### src/rtl/unified_mem_ctrl.sv
// rtl/unified_mem_ctrl.sv - CPU instruction/data port responder sharing one single-ported backing memory
module unified_mem_ctrl #(
    parameter int AW = 16,
    parameter int DW = 16
) (
    input  logic          clk,
    input  logic          rst_n,
    input  logic [AW-1:0] i_addr,
    input  logic          i_re,
    output logic [DW-1:0] instr,
    input  logic [AW-1:0] d_addr,
    input  logic          d_re,
    input  logic          d_we,
    input  logic [DW-1:0] d_wdata,
    output logic [DW-1:0] rd_data,
    output logic          freeze,
    output logic          mem_req,
    output logic          mem_wr,
    output logic [AW-1:0] mem_addr,
    output logic [DW-1:0] mem_wdata,
    input  logic [DW-1:0] mem_rdata,
    input  logic          mem_rdy
);

    typedef enum logic [1:0] {IDLE, D_ACC, I_ACC, DONE} state_t;

    state_t        state;
    logic          ibuf_valid;
    logic [AW-1:0] ibuf_addr;
    logic [DW-1:0] ibuf_data;

    logic ibuf_hit;
    logic need_d;
    logic need_i;
    logic wr_inval;
    logic refetch;

    assign ibuf_hit = ibuf_valid & (ibuf_addr == i_addr);
    assign need_d   = d_re | d_we;
    assign need_i   = i_re & ~ibuf_hit;
    // A write landing on the buffered address makes the buffer stale, so the
    // follow-on fetch decision must see the hit as already gone.
    assign wr_inval = d_we & (d_addr == ibuf_addr);
    assign refetch  = i_re & ~(ibuf_hit & ~wr_inval);

    always_ff @(posedge clk or negedge rst_n) begin
        if (!rst_n) begin
            state      <= IDLE;
            ibuf_valid <= 1'b0;
            ibuf_addr  <= '0;
            ibuf_data  <= '0;
            rd_data    <= '0;
        end else begin
            case (state)
                IDLE: begin
                    if (need_d)
                        state <= D_ACC;
                    else if (need_i)
                        state <= I_ACC;
                end
                D_ACC: begin
                    if (mem_rdy) begin
                        if (d_re)
                            rd_data <= mem_rdata;
                        if (wr_inval)
                            ibuf_valid <= 1'b0;
                        state <= refetch ? I_ACC : DONE;
                    end
                end
                I_ACC: begin
                    if (mem_rdy) begin
                        ibuf_addr  <= i_addr;
                        ibuf_data  <= mem_rdata;
                        ibuf_valid <= 1'b1;
                        state      <= DONE;
                    end
                end
                default: state <= IDLE;
            endcase
        end
    end

    // Backing-side signals decode straight from the state register; the CPU
    // holds its inputs steady while frozen, so the addresses pass through.
    always_comb begin
        mem_req   = 1'b0;
        mem_wr    = 1'b0;
        mem_addr  = '0;
        mem_wdata = '0;
        freeze    = 1'b0;
        case (state)
            IDLE: freeze = need_d | need_i;
            D_ACC: begin
                freeze    = 1'b1;
                mem_req   = 1'b1;
                mem_wr    = d_we;
                mem_addr  = d_addr;
                mem_wdata = d_wdata;
            end
            I_ACC: begin
                freeze   = 1'b1;
                mem_req  = 1'b1;
                mem_addr = i_addr;
            end
            default: freeze = 1'b0;
        endcase
    end

    assign instr = ibuf_data;

endmodule

### config.mk
export PLATFORM = sky130hd
export DESIGN_NAME = unified_mem_ctrl
export DESIGN_NICKNAME = d
export VERILOG_FILES = /design/src/rtl/unified_mem_ctrl.sv
export SDC_FILE = /design/constraint.sdc
export NUM_CORES = 1
export LEC_CHECK = 0
export CORE_ASPECT_RATIO = 1.1
export CORE_MARGIN = 8
export CORE_UTILIZATION = 30
export DETAILED_ROUTE_END_ITERATION = 6
export HOLD_SLACK_MARGIN = 0.15
export SLEW_MARGIN = 20
export SYNTH_ARGS = -nofsm -noshare
export SYNTH_HDL_FRONTEND = slang
export SYNTH_SLANG_ARGS = --single-unit
### constraint.sdc
create_clock -name clk -period 2.1 [get_ports clk]
set_input_delay 0.21 -clock clk [delete_from_list [all_inputs] [get_ports clk]]
set_output_delay 0.21 -clock clk [all_outputs]
set_load 0.02 [all_outputs]
==> summary.txt <==
Status
  – Status: complete, no violations

Synth
  – Top cell type by total area after synthesis: dfrtp_1
  – Top area cells in the synthesized netlist: dfrtp_1 46%, mux2_2 20%, xor2_1 6.0%
  – Post-Synthesis Cells: 237
  – Most used flip-flop cell after synthesis: dfrtp_1
  – Cell area after synthesis: 2770 um2
  – Net count after synthesis: 311
  – Number of warnings issued by yosys: 0
  – Synth top cells by count: 51 x dfrtp_1, 48 x mux2_2, 19 x xor2_1
  – Netlist cell types: 31
  – Post-synth EDFFs: 0
  – Area share of the largest cell type after synthesis: 0.461
  – FF+latch count, synth: 51
  – Most common cell in the netlist: dfrtp_1
  – Post-synthesis sequential area ratio: 0.461
  – Synth Area per Inst: 11.7 um2
  – Ys async rst share: 1.00

Pwr
  – Tot Pwr: 0.00658 W
  – Power density cells: 1450 nW/um2
  – Combinational Power Share: 0.613
  – Flop pwr share: 0.275
  – Clock power share: 0.112
  – P_int: 0.00393 W
  – Lkg Pwr: 1.97 nW
  – NetSw: 0.00266 W
  – Sw Ratio: 0.403
  – Worst IR Drop VDD: 0.794 mV

Worst setup path
  – Worst setup EP type: output port
  – Required @ worst endpoint: 1.89 ns
  – WS Path Type: reg -> out
  – Reg-to-reg setup timing slack: 0.36 ns
  – Critical Path Fanout Max: 3
  – Worst EP arrival: 1.83 ns
  – Worst setup SP type: flip-flop

Worst hold path
  – Tightest Hold Check Type: in -> async

Floorplan
  – Core Box Area: 8920 um2
  – Num rows: 36
  – Starting density of the core: 0.311
  – DIE HEIGHT: 117 um
  – Die width: 108 um
  – IO Pins: 137
  – Die Area: 12,600 um2

Placed design
  – Port Buffers: 136
  – Dpl hpwl: 6.81 mm
  – Routability cong.: 0.815
  – Setup WS pre-CTS: -0.319 ns
  – # placed instances: 502

CTS
  – H-Tree Depth: 2
  – Clk buf depth: 2
  – CTS tree: done
  – Clock root buffer: clkbuf_8
  – CTS sink count: 51
  – Clk Latency, worst-skew pair: 0.31 ns
  – Clk pin slew, worst setup/hold paths: 0.10 ns
  – TritonCTS buffer count: 5

Final layout
  – Final nets: 472
  – P&R area growth vs syn: 63.8%
  – Ant. Diodes: 0
  – Multi-input gate area: 1440 um2
  – Share of cells above drive strength 1: 0.271
  – Final cell count without fillers: 513
  – Sequential Area: 1280 um2
  – # fillers: 835

STA
  – Maximum clock frequency: 0.489 GHz
  – Final hold violation count: 0
  – Slew Limit Fails: 0
  – Slew @ Worst Pin: 0.574 ns
  – Max_slew headroom: 0.617
  – RSZ-0062 raised after global routing: yes
  – Final worst slack: 0.0566 ns
  – Period utilization: 0.973
  – Post-route setup TNS: 0 ns
  – Worst hold margin: 0.415 ns
  – Final setup fails: 0
  – Post-route minimum period: 2.04 ns
  – Clk_skew: 0.00517 ns

Routing
  – TritonRoute pass-1 iters: 4
  – DR WL/cell: 17.0 um
  – Vias per cell: 4.61
  – Met3 Wirelength: 1.21 mm
  – Drt drc: 0
  – Top sig layer: met4
  – Detail Route Antenna Nets: 0
  – Post-Route WL: 8.72 mm
  – Metal2 WL: 4.01 mm
  – DR vias: 2,366
  – Initial drt markers: 53
  – Routed metal-1 wirelength: 3.44 mm

GRT
  – First-pass GRT wire length: 13.6 mm
  – Largest net degree at the start of global routing: 29
  – Initial antenna violation count: 0
  – Total gr overflow: 0
  – Vias in the first global route: 2,575
  – GRT Util Overall: 0.138

Flow run
  – Max Cap Viol: 0
layout make-up:
class                   count  area share
well taps                 114      0.0314
clock buffers               6      0.0182
clock inverters             2     0.00855
inverters                   3     0.00248
flip-flops and latches     51       0.281
repair buffers            166       0.340
multi-input cells         171       0.318
sequential cells by signal (all words and copies together) (netlist names):
| signal | flops |
|---|---|
| state | 2 |
| rd_data | 16 |
| ibuf_addr | 16 |
| instr | 16 |
| ibuf_valid | 1 |
path summary, 6_finish.rpt:
| check | end | startpoint | cells past startpoint |
|---|---|---|---|
| setup / recovery | freeze | ibuf_addr[8]$_DFFE_PN0P_ | 7 |
| max in group asynchronous | instr[15]$_DFFE_PN0P_ | rst_n | 3 |
| min in group clk | rd_data[13]$_DFFE_PN0P_ | rd_data[13]$_DFFE_PN0P_ | 1 |
| setup reg to reg | state[0]$_DFFE_PN0P_ | state[0]$_DFFE_PN0P_ | 7 |
| hold / removal | rd_data[4]$_DFFE_PN0P_ | rst_n | 2 |
| hold reg to reg | rd_data[13]$_DFFE_PN0P_ | rd_data[13]$_DFFE_PN0P_ | 1 |
stage by stage:
step / instance area [um2] / utilization
after global placement: 4470 / 0.501
after global routing: 4540 / 0.509
after floorplan: 2770 / -
after detailed placement: 4470 / 0.501
after CTS: 4560 / 0.511
final: 4540 / 0.509
power by group through the flow:
stage	clock network (W)	logic (W)	registers [W]
floorplan	0	0.00190	0.00220
global placement	0	0.00426	0.00181
detailed placement	0	0.00427	0.00183
CTS	0.000770	0.00411	0.00181
global route	0.000797	0.00438	0.00187
finish	0.000740	0.00403	0.00181
critical path: stages, from the launching register on:
cell	delay, ns
dfrtp_1	0.43
xor2_1	0.17
nor4_1	0.27
buf_4	0.16
nand3_4	0.09
o21ai_2	0.15
a211oi_1	0.08
buf_2	0.17
repair_timing:
item                       in CTS  in global routing
hold endpoints to repair       23                  0
setup endpoints to repair      35                 17
hold buffers                    1                  0
pin swaps                       0                  2
buffers inserted                0                  2
resized for setup              37                 37
cell families after synthesis:
group                      synth area share
xor gates and xnor gates              0.101
DFF                                   0.461
and+or+nand+nor                       0.125
muxes                                 0.199
adders and majority gates            0.0181
buffers and inverters                0.0271
AOI/OAI and AO/OA                    0.0696
layer usage:
layer  global-route usage  vias to the layer above
met5                    0                        -
met4               0.0324                        0
met3               0.0849                        5
met2                0.228                      108
met1                0.147                     1108
li1                     -                     1145
cells in the final DEF (no fill, tap or decap), types with 5 or more instances in the layout:
cell and instances:
a22oi_1 16, and2_1 17, buf_12 5, buf_4 24, clkbuf_2 15, clkbuf_8 6
clkdlybuf4s50_1 100, dfrtp_1 51, dlygate4sd2_1 18, mux2_2 48, nor2_1 5, nor2b_1 16
xnor2_1 13, xor2_1 19
Power figures use the tool's default switching activity.
